--- config.mk ---
export PLATFORM = sky130hd
export DESIGN_NAME = prog_loader_mem
export DESIGN_NICKNAME = d
export VERILOG_FILES = /design/src/rtl/prog_loader_pkg.sv /design/src/rtl/imem_array.sv /design/src/rtl/prog_loader_mem.sv
export SDC_FILE = /design/constraint.sdc
export NUM_CORES = 1
export LEC_CHECK = 0
export CORE_AREA = 2 2 269 297
export CTS_CLUSTER_DIAMETER = 50
export CTS_CLUSTER_SIZE = 16
export DETAILED_ROUTE_END_ITERATION = 6
export DIE_AREA = 0 0 271 299
export MAX_ROUTING_LAYER = met4
export PLACE_DENSITY = 0.69
export RECOVER_POWER = 50
export SYNTH_ARGS = -nofsm -noshare
export SYNTH_HDL_FRONTEND = slang
export SYNTH_HIERARCHICAL = 1
export SYNTH_SLANG_ARGS = --single-unit
--- constraint.sdc ---
create_clock -name clk -period 5.29 [get_ports clk]
set_input_delay 1.058 -clock clk [delete_from_list [all_inputs] [get_ports clk]]
set_output_delay 1.058 -clock clk [all_outputs]
set_load 0.02 [all_outputs]
--- src/rtl/prog_loader_pkg.sv ---
// Shared types and constants for the instruction-memory responder / program loader.
package prog_loader_pkg;

    localparam int DEFAULT_DEPTH = 128;
    localparam int DEFAULT_AW    = 7;

    typedef logic [3:0] nibble_t;
    typedef logic [7:0] byte_t;

    // state     | meaning
    // RELEASE   | core held in reset, release counter running
    // RUN       | core running, fetches served from the array
    // HI        | loading, waiting for the high nibble of a byte
    // LO        | loading, waiting for the low nibble; writes the byte
    typedef logic [1:0] state_t;
    localparam state_t ST_RELEASE = 2'd0;
    localparam state_t ST_RUN     = 2'd1;
    localparam state_t ST_HI      = 2'd2;
    localparam state_t ST_LO      = 2'd3;

endpackage

--- src/rtl/imem_array.sv ---
// Instruction byte array: one synchronous write port, one asynchronous read port.
// No reset path; contents survive core and loader resets.
module imem_array
    import prog_loader_pkg::*;
#(
    parameter int DEPTH = DEFAULT_DEPTH,
    parameter int AW    = DEFAULT_AW
) (
    input  logic          clk,
    input  logic          we,
    input  logic [AW-1:0] waddr,
    input  byte_t         wdata,
    input  logic [AW-1:0] raddr,
    output byte_t         rdata
);

    byte_t mem [DEPTH];

    // Byte write from the loader, visible on the read port the following cycle.
    always_ff @(posedge clk) begin
        if (we) begin
            mem[waddr] <= wdata;
        end
    end

    assign rdata = mem[raddr];

endmodule

--- src/rtl/prog_loader_mem.sv ---
// Fetch responder and nibble-stream program loader for the 4-bit core.
// Holds the core in reset while loading and for RELEASE_CYCLES afterwards.
module prog_loader_mem
    import prog_loader_pkg::*;
#(
    parameter int DEPTH          = DEFAULT_DEPTH,
    parameter int AW             = DEFAULT_AW,
    parameter int RELEASE_CYCLES = 10
) (
    input  logic          clk,
    input  logic          rst,
    input  logic [AW-1:0] pc,
    output logic [7:0]    instr,
    output logic          core_rstn,
    input  logic          load_start,
    input  logic          ld_valid,
    input  logic [3:0]    ld_nibble,
    input  logic          ld_last,
    output logic          ld_ready,
    output logic          load_busy,
    output logic [7:0]    load_count,
    output logic          ovf
);

    localparam logic [AW-1:0] LAST_ADDR = AW'(DEPTH - 1);
    localparam logic [7:0]    REL_LAST  = 8'(RELEASE_CYCLES - 1);

    state_t        state;
    state_t        state_next;
    logic [7:0]    rel_cnt;
    logic [AW-1:0] addr;
    nibble_t       hi_nib;
    logic          xfer;
    logic          at_end;
    logic          we;

    assign xfer   = ld_valid & ld_ready;
    assign at_end = (addr == LAST_ADDR);
    assign we     = (state == ST_LO) && xfer;

    imem_array #(
        .DEPTH (DEPTH),
        .AW    (AW)
    ) u_imem (
        .clk   (clk),
        .we    (we),
        .waddr (addr),
        .wdata ({hi_nib, ld_nibble}),
        .raddr (pc),
        .rdata (instr)
    );

    // Next-state decode; a load ends on LD_LAST or when the last address is written.
    always_comb begin
        state_next = state;
        case (state)
            ST_RELEASE: if (rel_cnt == REL_LAST) state_next = ST_RUN;
            ST_RUN:     if (load_start)          state_next = ST_HI;
            ST_HI:      if (xfer)                state_next = ST_LO;
            ST_LO: begin
                if (xfer) begin
                    state_next = (ld_last || at_end) ? ST_RELEASE : ST_HI;
                end
            end
            default:                             state_next = ST_RELEASE;
        endcase
    end

    // State, counters and registered outputs derived from the next state.
    always_ff @(posedge clk) begin
        if (rst) begin
            state      <= ST_RELEASE;
            rel_cnt    <= 8'd0;
            addr       <= '0;
            load_count <= 8'd0;
            ovf        <= 1'b0;
            hi_nib     <= '0;
            core_rstn  <= 1'b0;
            ld_ready   <= 1'b0;
            load_busy  <= 1'b0;
        end else begin
            state     <= state_next;
            core_rstn <= (state_next == ST_RUN);
            ld_ready  <= (state_next == ST_HI) || (state_next == ST_LO);
            load_busy <= (state_next == ST_HI) || (state_next == ST_LO);
            case (state)
                ST_RELEASE: rel_cnt <= rel_cnt + 8'd1;
                ST_RUN: begin
                    if (load_start) begin
                        addr       <= '0;
                        load_count <= 8'd0;
                        ovf        <= 1'b0;
                    end
                end
                ST_HI: begin
                    if (xfer) hi_nib <= ld_nibble;
                end
                ST_LO: begin
                    if (xfer) begin
                        load_count <= load_count + 8'd1;
                        // Address saturates at the top so it never wraps onto byte 0.
                        if (!at_end) addr <= addr + 1'b1;
                        if (!ld_last && at_end) ovf <= 1'b1;
                        if (ld_last || at_end) rel_cnt <= 8'd0;
                    end
                end
                default: rel_cnt <= 8'd0;
            endcase
        end
    end

endmodule

---- Word level (Yosys, flattened, before mapping) ----
Memories as Yosys holds them, arrays and structs flattened.
Index checks and enable logic that the tools add are counted.
storage, ports and cells
  logic and storage cells ................. 61
  RAM bits ................................ 1024
  input bits .............................. 16
  output and inout port bits .............. 20
  register bits ........................... 32
  memories kept ........................... 1
cells by class
  add/sub/neg operators ................... 3
  bitwise logic cells ..................... 1
  multiplexer cells ....................... 22
  reductions and logical operators ........ 13
  equality and inequality tests ........... 13
memory list
  name        words  width  rd ports  clocked after Yosys merged registers in  write ports  line              RTL
  u_imem.mem  128    8      1         0                                        1            imem_array.sv:17  byte_t mem [DEPTH];
operators with widths
  cell                                           count
  2-to-1 mux 8 bit                               4
  case mux 8 bit (2 select lines)                2
  2-to-1 mux 7 bit                               3
  adder 8 x 1 -> 8 bit, second input constant    2
  case mux 7 bit (2 select lines)                1
  2-to-1 mux 2 bit                               5
  == test 2 bit, second input constant           4
  == test 8 x 4 -> 1 bit, second input constant  1
  case mux 2 bit (4 select lines)                1
  AND reduction 4 bit                            2
  adder 7 x 1 -> 7 bit, second input constant    1
  == test 7 bit, second input constant           1
  != test 2 bit, second input constant           3
  AND reduction 3 bit                            2
  2-to-1 mux 1 bit                               5
  == test 2 x 1 -> 1 bit, second input constant  2
  != test 2 x 1 -> 1 bit, second input constant  2
  nonzero test 2 bit                             2
  logical AND 1 bit                              2
  logical NOT 2 bit                              1
  logical OR 1 bit                               2
  case mux 1 bit (2 select lines)                1
  AND reduction 2 bit                            1
  AND 1 bit                                      1
  logical NOT 1 bit                              1

---- Longest topological paths before layout ----
Gate-level depths: netlist (run 1).
  depth in word-level cells ............... 7
  gate-level depth with buffers ........... 7
  gate-level depth less buffers ........... 6

---- By module ----
The synthesis (run 1) kept the hierarchy.
by module, submodules not included
  module           sequential area each (um^2)  times used  cells an instance  area each (um^2)
  imem_array       30749.5                      1           1627               39505.4
  prog_loader_mem  640.6                        1           167                1527.7

---- Least setup slack after synthesis (run 1) ----
Ideal clock, no wire load.
  path type ............................... input-to-output
  from .................................... in pc[0]
  to ...................................... out instr[0]
  buffers on the path ..................... 2
  arrival time ............................ 3.511 ns
  required time ........................... 4.232 ns
  slack ................................... 0.721 ns
  cell stages on the path ................. 6
  cells stage by stage .................... clkbuf_1 > buf_1 > mux4_2 > mux4_2 > mux4_2 > mux2_2
on the way
  word-level cells in the longest chain between the ends .. 1
RTL lines
  item                       line                   RTL
  start: declaration         prog_loader_mem.sv:12  input logic [AW-1:0] pc,
  memory read (128 x 8 bit)  --
  end: declaration           prog_loader_mem.sv:13  output logic [7:0] instr,
Every way passes these cells.

---- Worst setup path after layout (run 1) ----
  from .................................... in pc[0]
  to ...................................... out instr[1]
Same word-level chain as after synthesis.

==> flow_metrics.py, run 1 <==
metrics = {
    "clock_tree": {
        "postCtsSetupBuffers": 0,
        "cts_buffer_depth": 3,
        "cts_hold_buffers": 0,
        "cts.htree.levels": 3,
        "cts_buffers": 84,
        "path_clk_slew_ns": 0.06,
        "cts.sinks": 1056,
        "cts_tree": "done",
        "clkLatencyLatePin_ns": 0.65,
        "root_buffer": "clkbuf_16",
    },
    "timing": {
        "relSlewSlack": -1.61,
        "finalSetupViolCount": 0,
        "clock_skew_ns": 0.0243,
        "tightest_slew_ns": 3.91,
        "slew_violations": 807,
        "rsz0062_at_grt": "false",
        "totalNegativeSetupSlack_ns": 0,
        "max_freq_mhz": 191,
        "post-route-period-util": 0.991,
        "hold_violations": 0,
        "fin_crit_ns": 5.24,
    },
    "cells_and_area": {
        "fin_area_um2": 46000,
        "layout-drive-gt1-share": 0.302,
        "fillers": 5400,
        "nets": 1962,
        "layoutNonFillerInstCount": 3032,
        "area_growth_pct": 12.2,
        "utilization": 0.589,
    },
    "logic_synthesis": {
        "ys_warn_count": 6,
        "netlist_area_um2": 41000,
        "synthCells": 1794,
        "yosys_register_bits": 1056,
        "async_flop_share": 0,
        "synthFlopType": "edfxtp_1",
        "synth_enable_flop_cells": 1024,
        "syn_nets": 1814,
        "avgSynthCellArea_um2": 22.9,
        "seq_area_frac_synth": 0.765,
        "synth.distinct_cells": 50,
    },
    "route": {
        "vias": 19285,
        "first_iter_violations": 2142,
        "drt_first_pass_iters": 6,
        "drt-vias-per-instance": 6.36,
        "post-route-drc-count": 0,
        "routed_wl_um": 93200,
        "wl_per_cell_um": 30.8,
        "ant_nets": 0,
    },
    "grt": {
        "grt_max_degree": 103,
        "grtUsageTotal": 0.242,
        "antenna_found_initial": 1,
        "gr-total-overflow": 0,
        "first_global_vias": 19359,
        "grt_pass1_wl_um": 136000,
    },
    "power_and_ir_drop": {
        "powerDensity_nw_per_um2": 343,
        "p_seq_frac": 0.577,
        "leakagePower_nw": 15.5,
        "power_frac_clock": 0.386,
        "power_mw": 15.8,
        "pwr-share-comb": 0.037,
        "p_switching_mw": 3.21,
        "irDropWorstVdd_mv": 0.321,
        "p_int_mw": 12.6,
        "sw_frac_of_total": 0.204,
    },
    "worst_setup_path": {
        "critPathLaunch": "pc[0]",
        "crit_path_max_incr_delay_ns": 0.56,
        "crit_arrival_ns": 4.19,
        "cp_slowest_cell": "mux4_2",
        "rr_startpoint": "hi_nib[1]$_SDFFE_PP0P_",
        "path_cells": "buf_8 -> buf_16 -> buf_4 -> mux4_2 -> mux4_2 -> mux4_2 -> mux2_2 -> clkdlybuf4s50_1",
        "cp_max_fo": 11,
        "cp-end-kind": "primary output",
        "cpMostUsedCell": "mux4_2",
        "startpoint_type": "input pin",
        "critPathKind": "in2out",
        "worstPathRequired_ns": 4.23,
    },
    "placed_design": {
        "place_inst": 2900,
        "port_buffers": 35,
        "globalplace.congestion": 0.832,
        "dpl.hpwl_um": 57400,
        "placed_cell_area_um2": 43500,
    },
    "die": {
        "die_w_um": 271,
        "initial_utilization": 0.524,
        "ios": 36,
        "dieArea_um2": 81000,
        "fp.coreArea_um2": 78200,
        "die_y_um": 299,
        "std_cell_rows": 108,
    },
    "outcome": {
        "status": "complete, but fails checks",
        "violations": "max-capacitance violations, max-slew violations",
    },
    "min_path": {
        "min_path_type": "reg2reg",
        "worstHoldStart": "ovf$_SDFFE_PP0P_",
    },
    "run": {
        "maxCapViolations": 11,
    },
}
## metrics by stage
step | worst slack [ns] | hold WS, ns
after floorplan | 0.721 | 0.441
after global placement | -0.00817 | 0.462
after detailed placement | -0.0155 | 0.468
after CTS | 0.0242 | 0.489
after global routing | 0.00216 | 0.517
final | 0.0457 | 0.489
## cell usage in the layout, fill, tap and decap left out, types with 6 or more instances in the layout
cell type	synthesis	routed
dfxtp_1	32	32
clkdlybuf4s50_1	0	24
nor2b_1	8	8
buf_12	0	23
o21ai_0	6	6
nand2_1	26	26
nor2_1	136	137
nand4_1	7	8
a21oi_1	9	9
buf_4	12	92
mux2_2	8	8
or3_1	6	6
inv_6	0	6
nand3_1	17	15
clkbuf_1	47	13
clkbuf_16	0	84
clkbuf_2	0	8
xor2_1	6	6
mux4_2	336	336
nor3_1	14	11
edfxtp_1	1024	1024
## sequential cells by signal, summed over array words and instances, names as in the netlist
| signal | flops |
|---|---|
| core_rstn | 1 |
| state | 2 |
| u_imem/mem | 1024 |
| load_count | 8 |
| load_busy | 1 |
| hi_nib | 4 |
| ovf | 1 |
| rel_cnt | 8 |
| addr | 7 |
## layout make-up
type / instances / area, µm² / area share
sequential: 1056 / 31400 / 0.682
multi-input combinational: 636 / 9170 / 0.199
clock buffer: 94 / 2150 / 0.0467
timing repair buffer: 159 / 1580 / 0.0342
tap: 1045 / 1310 / 0.0284
clock inverter: 36 / 429 / 0.00932
inverter: 5 / 20.0 / 0.000435
antenna: 1 / 2.50 / 0.0000543
## routing by layer
metal / GRT usage / part of all wire / vias up
li1: - / - / 7890
met1: 0.326 / 0.39 / 10363
met2: 0.377 / 0.50 / 884
met3: 0.0414 / 0.080 / 148
met4: 0.0866 / 0.034 / 0
met5: - / 0 / -
## repair_timing
action / CTS / global route
hold endpoints to repair: 0 / 0
gates resized for setup: 1 / 2
cloned: 1 / 0
setup endpoints to repair: 1 / 2
## power groups by stage
| stage | Clock (mW) | Sequential [mW] | Combinational (mW) |
|---|---|---|---|
| global route | 6.48 | 9.10 | 0.619 |
| floorplan | 0 | 9.28 | 0.336 |
| CTS | 6.19 | 9.09 | 0.601 |
| detailed placement | 0 | 9.28 | 0.593 |
| global placement | 0 | 9.28 | 0.585 |
| finish | 6.08 | 9.10 | 0.589 |
## kinds of logic (layout without fill, tap and decap cells)
| kind of cell | count (synthesis) | after routing | share of synthesized area |
|---|---|---|---|
| adders and majority gates | 4 | 4 | 0.00122 |
| muxes | 348 | 348 | 0.188 |
| DFF | 1056 | 1056 | 0.765 |
| other | 0 | 1 | 0 |
| buffers and inverters | 102 | 294 | 0.0116 |
| and+or+nand+nor | 237 | 237 | 0.0265 |
| xor gates and xnor gates | 7 | 7 | 0.00149 |
| AOI/OAI and AO/OA | 40 | 40 | 0.00662 |
## worst max-delay path, delay by kind of cell
family                 cells  cell delay (ns)
buffers and inverters      4             1.21
muxes                      4             1.89
## worst paths after layout
check / end / slack (ns) / depth (start not counted)
max: instr[1] / 0.05 / 8
min: ovf$_SDFFE_PP0P_ / 0.49 / 1
max reg2reg: u_imem/mem[69][5]$_DFFE_PP_ / 1.22 / 1
min reg2reg: ovf$_SDFFE_PP0P_ / 0.49 / 1
## cells in the mapped netlist (2+ instances only)
| library cell | n | area, µm² |
|---|---|---|
| buf_6 | 3 | 33.8 |
| nand4_1 | 7 | 43.8 |
| nand2_1 | 26 | 97.6 |
| nor2b_1 | 8 | 50.1 |
| nor2_2 | 2 | 12.5 |
| nand3_1 | 17 | 85.1 |
| nor3_1 | 14 | 70.1 |
| ha_1 | 4 | 50.1 |
| and3_1 | 2 | 12.5 |
| nor3b_1 | 2 | 15.0 |
| o21a_1 | 3 | 22.5 |
| a31oi_1 | 3 | 18.8 |
| buf_2 | 17 | 85.1 |
| dfxtp_1 | 32 | 641 |
| or3_1 | 6 | 37.5 |
| xor2_1 | 6 | 52.6 |
| mux4_2 | 336 | 7570 |
| a311oi_1 | 3 | 26.3 |
| o2111ai_1 | 5 | 43.8 |
| buf_1 | 18 | 67.6 |
| mux2_2 | 8 | 90.1 |
| or4_1 | 4 | 30.0 |
| a21oi_1 | 9 | 45.0 |
| nand2b_1 | 2 | 12.5 |
| and2_2 | 2 | 15.0 |
| mux2i_1 | 4 | 40.0 |
| o31ai_1 | 5 | 37.5 |
| o21ai_0 | 6 | 30.0 |
| inv_1 | 4 | 15.0 |
| clkbuf_1 | 47 | 176 |
| nor2_1 | 136 | 510 |
| buf_4 | 12 | 90.1 |
| edfxtp_1 | 1024 | 30700 |
No activity file was read; power rests on OpenSTA's default activity.
==> run 2: changes to the inputs <==
CORE_AREA = 2 2 247 273   (was 2 2 269 297)
DIE_AREA = 0 0 249 275   (was 0 0 271 299)
PLACE_DENSITY = 0.8   (was 0.69)
==> flow_metrics.py, run 2 (same netlist as run 1, synthesis figures left out) <==
metrics = {
    "route": {
        "post-route-drc-count": 0,
        "routed_wl_um": 95700,
        "vias": 20122,
        "drt_first_pass_iters": 7,
        "wl_per_cell_um": 33.5,
        "ant_nets": 0,
        "drt-vias-per-instance": 7.05,
        "first_iter_violations": 2823,
    },
    "timing": {
        "rsz0062_at_grt": "false",
        "max_freq_mhz": 190,
        "finalSetupViolCount": 0,
        "fin_crit_ns": 5.27,
        "tightest_slew_ns": 3.95,
        "post-route-period-util": 0.995,
        "clock_skew_ns": 0.0320,
        "relSlewSlack": -1.63,
        "hold_violations": 0,
        "slew_violations": 725,
        "holdWs_ns": 0.491,
        "totalNegativeSetupSlack_ns": 0,
    },
    "worst_setup_path": {
        "startpoint_type": "input pin",
        "cp-end-kind": "primary output",
        "reg2reg_to": "u_imem/mem[43][3]$_DFFE_PP_",
        "ff2ff_path_depth": 5,
        "cp_max_fo": 13,
        "rr_startpoint": "state[1]$_SDFF_PP0_",
        "crit_arrival_ns": 4.21,
        "worstPathRequired_ns": 4.23,
        "rrSetupSlack_ns": 1.16,
        "critPathKind": "in2out",
    },
    "cells_and_area": {
        "layoutNonFillerInstCount": 2856,
        "final_common_cell": "edfxtp_1",
        "reg_top3": "u_imem/mem: 1024 flops, load_count: 8 flops, rel_cnt: 8 flops",
        "largest_reg_flops": 1024,
        "n_antenna_cell": 0,
        "nets": 1975,
        "largest-register": "u_imem/mem",
        "layout-drive-gt1-share": 0.302,
        "final_cell_mix": "1024 x edfxtp_1, 336 x mux4_2, 137 x nor2_1",
        "area_growth_pct": 11.6,
    },
    "clock_tree": {
        "path_clk_slew_ns": 0.07,
        "cts.htree.levels": 3,
        "cts_buffer_depth": 3,
        "cts_buffers": 82,
        "clkLatencyLatePin_ns": 0.65,
        "cts_tree": "done",
        "cts_hold_buffers": 0,
        "cts.sinks": 1056,
        "root_buffer": "clkbuf_16",
    },
    "min_path": {
        "hold_end": "rel_cnt[7]$_SDFFE_PP0P_",
        "min_path_type": "reg2reg",
        "worstHoldPathCells": 1,
        "worstHoldStart": "rel_cnt[7]$_SDFFE_PP0P_",
    },
    "power_and_ir_drop": {
        "leakagePower_nw": 15.5,
        "power_mw": 15.6,
        "irDropWorstVdd_mv": 0.355,
        "powerDensity_nw_per_um2": 342,
    },
    "placed_design": {
        "dpl.hpwl_um": 57500,
        "globalplace.congestion": 0.827,
        "port_buffers": 35,
        "place_inst": 2728,
    },
    "die": {
        "std_cell_rows": 99,
        "initial_utilization": 0.624,
        "dieArea_um2": 68500,
        "die_w_um": 249,
        "die_y_um": 275,
        "ios": 36,
        "fp.coreArea_um2": 65800,
    },
    "grt": {
        "grt_pass1_wl_um": 139000,
        "gr-total-overflow": 0,
        "grtUsageTotal": 0.295,
        "grt_max_degree": 121,
        "first_global_vias": 20113,
        "antenna_found_initial": 1,
    },
    "outcome": {
        "status": "complete, but fails checks",
        "violations": "max-capacitance violations, max-slew violations",
    },
    "run": {
        "maxCapViolations": 10,
    },
}
run 2: cell count changes in the layout (fill, tap and decap cells not counted), moves of 2 or more:
cell        previous run  this run
nand3_2                2         0
clkinv_2               5         3
nand3_1               15        17
clkinv_1               5         3
clkbuf_1              13        20
buf_4                 92       110
buf_12                23        20
inv_6                  6         3
clkinvlp_4             5         2
run 2: final cells by class:
type | count | area (µm²)
clock inverter | 25 | 308
clock buffer | 102 | 2190
fill | 3704 | 20000
inverter | 5 | 20.0
timing repair buffer | 174 | 1650
sequential | 1056 | 31400
multi-input combinational | 636 | 9160
tap | 858 | 1070
run 2: worst max-delay path by stage:
stage	end	slack [ns]	cells after the start	start
2_1_floorplan	instr[0]	0.72	6	pc[0]
3_3_place_gp	instr[2]	0.04	7	pc[0]
3_5_place_dp	instr[2]	0.02	7	pc[0]
4_1_cts	instr[1]	0.003	7	pc[0]
5_1_grt	instr[1]	0.002	8	pc[0]
6_report	instr[1]	0.02	8	pc[0]
run 2: critical path: stages:
cell and delay [ns]:
buf_8 0.23, buf_12 0.20, buf_12 0.15, mux4_2 0.54, mux4_2 0.54, mux4_2 0.58
mux2_2 0.34, clkdlybuf4s50_1 0.55
run 2: report_power, final:
part | internal [mW] | leakage [nW] | switching (mW)
sequential | 9.10 | 10.8 | 0.00281
clock | 3.15 | 1.21 | 2.81
combinational | 0.258 | 3.55 | 0.326
total | 12.5 | 15.5 | 3.14
run 2: metal layers:
layer / share of wire / global-route usage / vias up
li1: - / - / 7899
met1: 0.35 / 0.386 / 10650
met2: 0.51 / 0.480 / 1317
met3: 0.10 / 0.0439 / 256
met4: 0.041 / 0.111 / 0
met5: 0 / - / -
run 2: per-stage QoR:
stage	utilization	setup slack, ns	cell area [µm²]
finish	0.696	0.0248	45800
global route	0.696	0.00232	45800
detailed placement	0.659	0.0215	43300
global placement	0.659	0.0392	43300
CTS	0.697	0.00262	45800
floorplan	-	0.721	41000
run 2: timing repair:
item | in CTS | in global routing
cloned | 0 | 1
pin swaps | 0 | 0
setup endpoints to repair | 1 | 3
setup buffers | 0 | 0
gates resized for setup | 1 | 4
